## config.mk

```make
export PLATFORM = sky130hd
export DESIGN_NAME = updown_counter_mod
export DESIGN_NICKNAME = d
export VERILOG_FILES = /design/src/rtl/updown_counter_mod.sv
export SDC_FILE = /design/constraint.sdc
export NUM_CORES = 1
export LEC_CHECK = 0
export CAP_MARGIN = 20
export CORE_ASPECT_RATIO = 1.25
export CORE_MARGIN = 5
export CORE_UTILIZATION = 45
export DETAILED_ROUTE_END_ITERATION = 12
export GPL_TIMING_DRIVEN = 0
export PLACE_DENSITY = 0.77
export SETUP_SLACK_MARGIN = 0.02
export SYNTH_ARGS = -nofsm -noshare
export SYNTH_HDL_FRONTEND = slang
export SYNTH_SLANG_ARGS = --single-unit
```

## constraint.sdc

```tcl
create_clock -name clk -period 3.78 [get_ports clk]
set_input_delay 0.756 -clock clk [delete_from_list [all_inputs] [get_ports clk]]
set_output_delay 0.756 -clock clk [all_outputs]
set_load 0.01 [all_outputs]
```

## src/rtl/updown_counter_mod.sv

```systemverilog
// updown_counter_mod: parametrised modulo up/down counter with clear, load, wrap pulses and boundary flags; define UDC_SAT_EN to add runtime-selectable saturation
module updown_counter_mod #(
  parameter int WIDTH = 8,
  parameter logic [WIDTH-1:0] MAX_VAL = {WIDTH{1'b1}},
  parameter int STEP_W = 4
) (
  input  logic              clk,
  input  logic              reset_n,
  input  logic              clear,
  input  logic              load,
  input  logic [WIDTH-1:0]  load_val,
  input  logic              up,
  input  logic              down,
  input  logic [STEP_W-1:0] step,
`ifdef UDC_SAT_EN
  input  logic              sat_mode,
  output logic              sat_flag,
`endif
  output logic [WIDTH-1:0]  count,
  output logic              wrap_up,
  output logic              wrap_down,
  output logic              at_max,
  output logic              at_min
);
  localparam logic [WIDTH:0] MX = {1'b0, MAX_VAL};
  localparam logic [WIDTH-1:0] MODL = MAX_VAL + {{(WIDTH-1){1'b0}}, 1'b1};
  logic [WIDTH:0] st, s, cur, sum;
  logic [WIDTH-1:0] sl, lv, up_n, dn_n, count_d;
  logic ovf, unf, inc, dec, sat, wu_d, wd_d;
`ifdef UDC_SAT_EN
  logic sat_set;
  assign sat = sat_mode;
  assign sat_set = ~clear & ~load & sat & ((inc & ovf) | (dec & unf));
`else
  assign sat = 1'b0;
`endif
  // next-state: comparisons done in WIDTH+1 bits, results reduced modulo MAX_VAL+1
  always_comb begin
    st = {{(WIDTH+1-STEP_W){1'b0}}, step};
    s = st > MX ? MX : st;
    sl = s[WIDTH-1:0];
    cur = {1'b0, count};
    sum = cur + s;
    ovf = sum > MX;
    unf = cur < s;
    inc = up & ~down & |s;
    dec = down & ~up & |s;
    lv = load_val > MAX_VAL ? MAX_VAL : load_val;
    up_n = count + sl - (ovf ? MODL : '0);
    dn_n = count - sl + (unf ? MODL : '0);
    count_d = clear ? '0 : load ? lv : inc ? ((ovf & sat) ? MAX_VAL : up_n) : dec ? ((unf & sat) ? '0 : dn_n) : count;
    wu_d = ~clear & ~load & inc & ovf & ~sat;
    wd_d = ~clear & ~load & dec & unf & ~sat;
  end
  // count and single-cycle wrap pulses
  always_ff @(posedge clk or negedge reset_n) begin
    if (!reset_n) begin
      count <= '0;
      wrap_up <= 1'b0;
      wrap_down <= 1'b0;
    end else begin
      count <= count_d;
      wrap_up <= wu_d;
      wrap_down <= wd_d;
    end
  end
`ifdef UDC_SAT_EN
  // sticky saturation indicator, cleared only by clear or reset
  always_ff @(posedge clk or negedge reset_n) begin
    if (!reset_n) sat_flag <= 1'b0;
    else if (clear) sat_flag <= 1'b0;
    else if (sat_set) sat_flag <= 1'b1;
  end
`endif
  assign at_max = count == MAX_VAL;
  assign at_min = count == '0;
endmodule

```

; ---- After elaboration in Yosys (flattened, before gate mapping)
; Index checks and enable logic that the tools add are counted.
[word_totals]
output_inout_bits = 12
in_bits = 18
wordCells = 31
regBits = 10
[classes]
mux = 5
add_sub_neg = 3
n_reduce_logical = 3
eq_ne = 1
magnitude_cmp = 3
bitwise = 13
[op_table]
columns = operator, n
row1 = $mux 8, 5
row2 = $add 8x4->9, 1
row3 = $and 1x1->1, 9
row4 = $gt 9x8->1 const B, 1
row5 = $add 8x4->8, 1
row6 = $eq 8x8->1 const B, 1
row7 = $gt 8x8->1 const B, 1
row8 = $logic_not 8->1, 1
row9 = $lt 8x4->1, 1
row10 = $sub 8x4->8, 1
row11 = $not 1->1, 4
row12 = $reduce_bool 4->1, 1
row13 = $reduce_or 4->1, 1

; ---- Longest topological paths before layout
[depth]
ltp_word = 7
depth_mapped = 9
mapped_depth_nobuf = 9

; ---- Worst setup path after synthesis
; No wires, ideal clock.
[synth_path]
path_type = input-to-reg
start = input port step[3]
end = register count[7]
slack_ns = 1.433
setup_time_ns = 0.127
n_path_buf = 1
cell_stages = 6
required_time_ns = 3.653
t_arrival_ns = 2.220
path_cell_list = or4_4 buf_6 and2_4 or4_4 nand4_1 nand3b_1
[synth_between]
elab_chain_len = 5
word_cells_on_any_way = 10
cone_classes = add/sub: 2 / mux: 4 / bitwise: 2 / reduce/logical: 2
[synth_lines]
columns = element, line
row1 = from (decl), 14  ; input logic [STEP_W-1:0] step,
row2 = $sub 8x4->8 / $reduce_or 4->1 (equally long branches), "50, 46, 47"
row3 = $mux 8 / $and 1x1->1 (equally long branches), "51, 46"
row4 = $mux 8 (3 in series), 51  ; count_d = clear ? '0 : load ? lv : inc ? ((ovf & sat) ? MAX_VAL : up_n) : dec ? ((unf & sat) ? '0 : dn_n) : co ...
row5 = to (signal assigned), 62  ; count <= count_d;
row6 = to (decl), 19  ; output logic [WIDTH-1:0] count,
; Several ways; a longest one is shown, not always the timed one. The select of a mux whose other input is x is not followed.
; A chain may end at the register's enable or synchronous reset.

; ---- Worst setup path after layout
[layout_path]
start = register count[1]
end = output port at_min
[layout_between]
elab_chain_len = 1
[layout_lines]
columns = element, line
row1 = $logic_not 8->1, 76  ; assign at_min = count == '0;
row2 = to (decl), 23  ; output logic at_min
; No other way between the ends.

==> metrics.txt <==
# TYPE chip_impl_metric gauge
chip_impl_info{name="status",value="complete, no violations"} 1
chip_impl_metric{name="detailed_place.area",unit="um2"} 1290
chip_impl_metric{name="clkSinkCount",unit=""} 10
chip_impl_metric{name="internal_power",unit="uW"} 249
chip_impl_metric{name="syn-instance-count",unit=""} 115
chip_impl_metric{name="place_hpwl",unit="um"} 2180
chip_impl_metric{name="rows",unit=""} 19
chip_impl_metric{name="yosys_warnings",unit=""} 0
chip_impl_metric{name="synthesis.area",unit="um2"} 978
chip_impl_metric{name="post_layout_min_period",unit="ns"} 2.80
chip_impl_metric{name="grt_first_pass_wirelength",unit="um"} 4570
chip_impl_metric{name="cellLeakagePower",unit="nW"} 0.541
chip_impl_metric{name="grt_pass1_vias",unit=""} 1022
chip_impl_metric{name="tightestPinTransition",unit="ns"} 0.471
chip_impl_metric{name="initial_utilization",unit=""} 0.457
chip_impl_metric{name="share_of_synthesized_area_occupied_by_flip_flops_and_latches",unit=""} 0.256
chip_impl_metric{name="instances_no_fill",unit=""} 169
chip_impl_metric{name="die-width",unit="um"} 51.7
chip_impl_metric{name="setup_tns",unit="ns"} 0
chip_impl_metric{name="gp_congestion",unit=""} 0.878
chip_impl_metric{name="routed-via-count",unit=""} 1076
chip_impl_metric{name="cts.clk_slew.worst_paths",unit="ns"} 0.07
chip_impl_info{name="netlist_top_cells_count",value="dfrtp_1 (10), nor2_1 (10), ha_1 (8), inv_1 (8)"} 1
chip_impl_metric{name="setup_viol",unit=""} 0
chip_impl_metric{name="synth_top_area_share",unit=""} 0.256
chip_impl_info{name="grt_setup_unrepaired",value="false"} 1
chip_impl_info{name="cp-end-kind",value="primary output"} 1
chip_impl_metric{name="avgSynthCellArea",unit="um2"} 8.51
chip_impl_metric{name="die_area",unit="um2"} 3210
chip_impl_metric{name="slew_headroom",unit=""} 0.685
chip_impl_metric{name="max_cap_violations",unit=""} 0
chip_impl_metric{name="power_switching",unit="uW"} 129
chip_impl_metric{name="vias_per_cell",unit=""} 6.37
chip_impl_metric{name="clk-insertion-delay-late",unit="ns"} 0.27
chip_impl_metric{name="firstDrtPassIters",unit=""} 4
chip_impl_metric{name="htree_levels",unit=""} 1
chip_impl_metric{name="ys_ff_latch",unit=""} 10
chip_impl_metric{name="hold-path-cell-count",unit=""} 1
chip_impl_info{name="synth.largest_area_cell",value="dfrtp_1"} 1
chip_impl_metric{name="finalCritPeriodShare",unit=""} 0.741
chip_impl_metric{name="post_synth_num_cell_types",unit=""} 45
chip_impl_metric{name="highest_achievable_clock_rate",unit="MHz"} 357
chip_impl_metric{name="cts_post_setup_buffers_inserted",unit=""} 0
chip_impl_metric{name="synth-edff-count",unit=""} 0
chip_impl_metric{name="cp.required",unit="ns"} 3.02
chip_impl_metric{name="timing.reg2reg.setup_slack",unit="ns"} 1.50
chip_impl_metric{name="antennaDiodeCount",unit=""} 0
chip_impl_metric{name="port_buffers",unit=""} 29
chip_impl_metric{name="swShare",unit=""} 0.341
chip_impl_metric{name="route.final.wire_length",unit="um"} 2720
chip_impl_metric{name="count_of_unresolved_drc_violations_after_routing",unit=""} 0
chip_impl_info{name="r2r-end",value="count[6]$_DFFE_PN0P_"} 1
chip_impl_metric{name="die_height",unit="um"} 62.1
chip_impl_metric{name="fin_nets",unit=""} 177
chip_impl_info{name="r2r_start",value="count[0]$_DFFE_PN0P_"} 1
chip_impl_metric{name="core_area",unit="um2"} 2140
chip_impl_metric{name="place.detailed.instances",unit=""} 165
chip_impl_metric{name="globalRouteTotalUtil",unit=""} 0.179
chip_impl_metric{name="stdcell_area",unit="um2"} 1330
chip_impl_metric{name="drv_slew",unit=""} 0
chip_impl_metric{name="drive_gt1_frac",unit=""} 0.0878
chip_impl_metric{name="post_drt_wl_per_cell",unit="um"} 16.1
chip_impl_metric{name="antenna_violations_before_repair",unit=""} 0
chip_impl_metric{name="timing_hold_violations_final",unit=""} 0
chip_impl_metric{name="power.density",unit="nW/um2"} 283
chip_impl_metric{name="net_count_synth",unit=""} 143
chip_impl_metric{name="worst_r2r_path_depth",unit=""} 9
chip_impl_info{name="main_synth_ff_type",value="dfrtp_1"} 1
chip_impl_info{name="min-delay-start",value="count[7]$_DFFE_PN0P_"} 1
chip_impl_metric{name="power.clock.fraction",unit=""} 0.266
chip_impl_metric{name="cts_made_buffers",unit=""} 3
chip_impl_metric{name="postSynth.asyncResetShare",unit=""} 1.00
chip_impl_metric{name="holdBufCountCts",unit=""} 0
chip_impl_metric{name="ios",unit=""} 30
chip_impl_info{name="min_to",value="wrap_down$_DFF_PN0_"} 1
chip_impl_info{name="setup.worst_path.start_class",value="register"} 1
chip_impl_metric{name="clock_skew",unit="ns"} 0.00141
chip_impl_metric{name="share_seq_of_total_power",unit=""} 0.343
chip_impl_info{name="post_synth_main_area_contributors",value="dfrtp_1 (26%), ha_1 (10%), fa_1 (4.1%)"} 1
chip_impl_metric{name="dr.first_iter.drc_count",unit=""} 50
chip_impl_info{name="tritoncts",value="done"} 1
chip_impl_metric{name="area_delta_synth_final",unit="%"} 36.1
chip_impl_metric{name="cells_resized_by_post_cts_repair",unit=""} 0
chip_impl_info{name="timing.hold.worst.class",value="reg -> reg"} 1
chip_impl_metric{name="clk_path_buf_depth",unit=""} 2
chip_impl_metric{name="antenna_left",unit=""} 0
chip_impl_info{name="cts_root_buf",value="clkbuf_4"} 1
chip_impl_metric{name="maximum_fanout_along_the_worst_path",unit=""} 8
chip_impl_info{name="critPathKind",value="reg -> out"} 1
chip_impl_metric{name="peakVddDrop",unit="uV"} 133
chip_impl_metric{name="comb_power_share",unit=""} 0.391
chip_impl_metric{name="cp_arrival",unit="ns"} 2.04
chip_impl_metric{name="globalRoute.totalOverflow",unit=""} 0
chip_impl_metric{name="grt_start_max_net_pins",unit=""} 11
[sequential cells by signal, summed over array words and instances, names as in the netlist]
| name | cells |
|---|---|
| count | 8 |
| wrap_down | 1 |
| wrap_up | 1 |
[layout make-up]
type | count | area (um2)
Fill cell | 194 | 808
Multi-Input combinational cell | 92 | 671
Timing Repair Buffer | 29 | 290
Sequential cell | 10 | 250
Clock buffer | 4 | 36.3
Inverter | 8 | 30.0
Buffer | 5 | 27.5
Tap cell | 21 | 26.3
[kinds of logic (layout without fill, tap and decap cells)]
kind of cell | count (synthesis) | after routing | synth area share
compound gates | 30 | 30 | 0.220
flops | 10 | 10 | 0.256
fa+ha+maj | 10 | 10 | 0.143
buf+inv | 13 | 46 | 0.0588
xor+xnor | 1 | 1 | 0.00895
simple gates | 49 | 49 | 0.293
mux | 2 | 2 | 0.0205
[how the worst max path moves through the flow]
stage	cells past startpoint	startpoint	slack (ns)	to
final	3	count[1]$_DFFE_PN0P_	0.98	at_min
after global routing	9	step[0]	0.86	count[6]$_DFFE_PN0P_
after CTS	3	count[1]$_DFFE_PN0P_	0.98	at_min
after detailed placement	9	step[0]	0.75	count[6]$_DFFE_PN0P_
after global placement	9	step[0]	0.75	count[6]$_DFFE_PN0P_
after floorplan	6	step[3]	1.43	count[7]$_DFFE_PN0P_
[cell usage in the layout (no fill, tap or decap), drive strengths merged, types with 3 or more instances in the layout]
| cell type | synthesis | layout |
|---|---|---|
| dfrtp | 10 | 10 |
| nand4 | 3 | 3 |
| nand2b | 3 | 3 |
| clkdlybuf4s50 | 0 | 29 |
| nor3 | 3 | 3 |
| nand3 | 3 | 3 |
| or4 | 4 | 4 |
| nand2 | 6 | 6 |
| ha | 8 | 8 |
| a21oi | 7 | 7 |
| nor2b | 6 | 6 |
| o21ai | 5 | 5 |
| nor2 | 10 | 10 |
| clkbuf | 3 | 7 |
| inv | 8 | 8 |
| or3 | 3 | 3 |
[metrics by stage]
step	total power, mW	setup WS, ns	util	hold WS [ns]
after floorplan	0.213	1.43	-	0.460
after global placement	0.273	0.748	0.605	0.554
after detailed placement	0.278	0.747	0.605	0.562
after CTS	0.377	0.978	0.622	0.572
after global routing	0.403	0.862	0.622	0.614
final	0.377	0.981	0.622	0.570
[critical path, stage by stage, from the launching register on]
cell and delay [ns]:
dfrtp_1 0.49, or4_1 0.55, nor3_1 0.16, clkdlybuf4s50_1 0.57
[layer usage]
layer,part of all wire,up-vias,track usage,routed length [um]
li1,-,494,-,-
met2,0.50,55,0.299,1370
met4,0.029,0,0.0885,80
met5,0,-,0,0
met1,0.38,517,0.203,1040
met3,0.088,10,0.0502,240
[power groups by stage]
stage	sequential, mW	combinational (mW)	clock, mW
final	0.129	0.148	0.100
after global placement	0.130	0.143	0
after CTS	0.129	0.147	0.101
after detailed placement	0.131	0.146	0
after floorplan	0.131	0.0813	0
after global routing	0.131	0.164	0.108
Power figures use the tool's default switching activity.
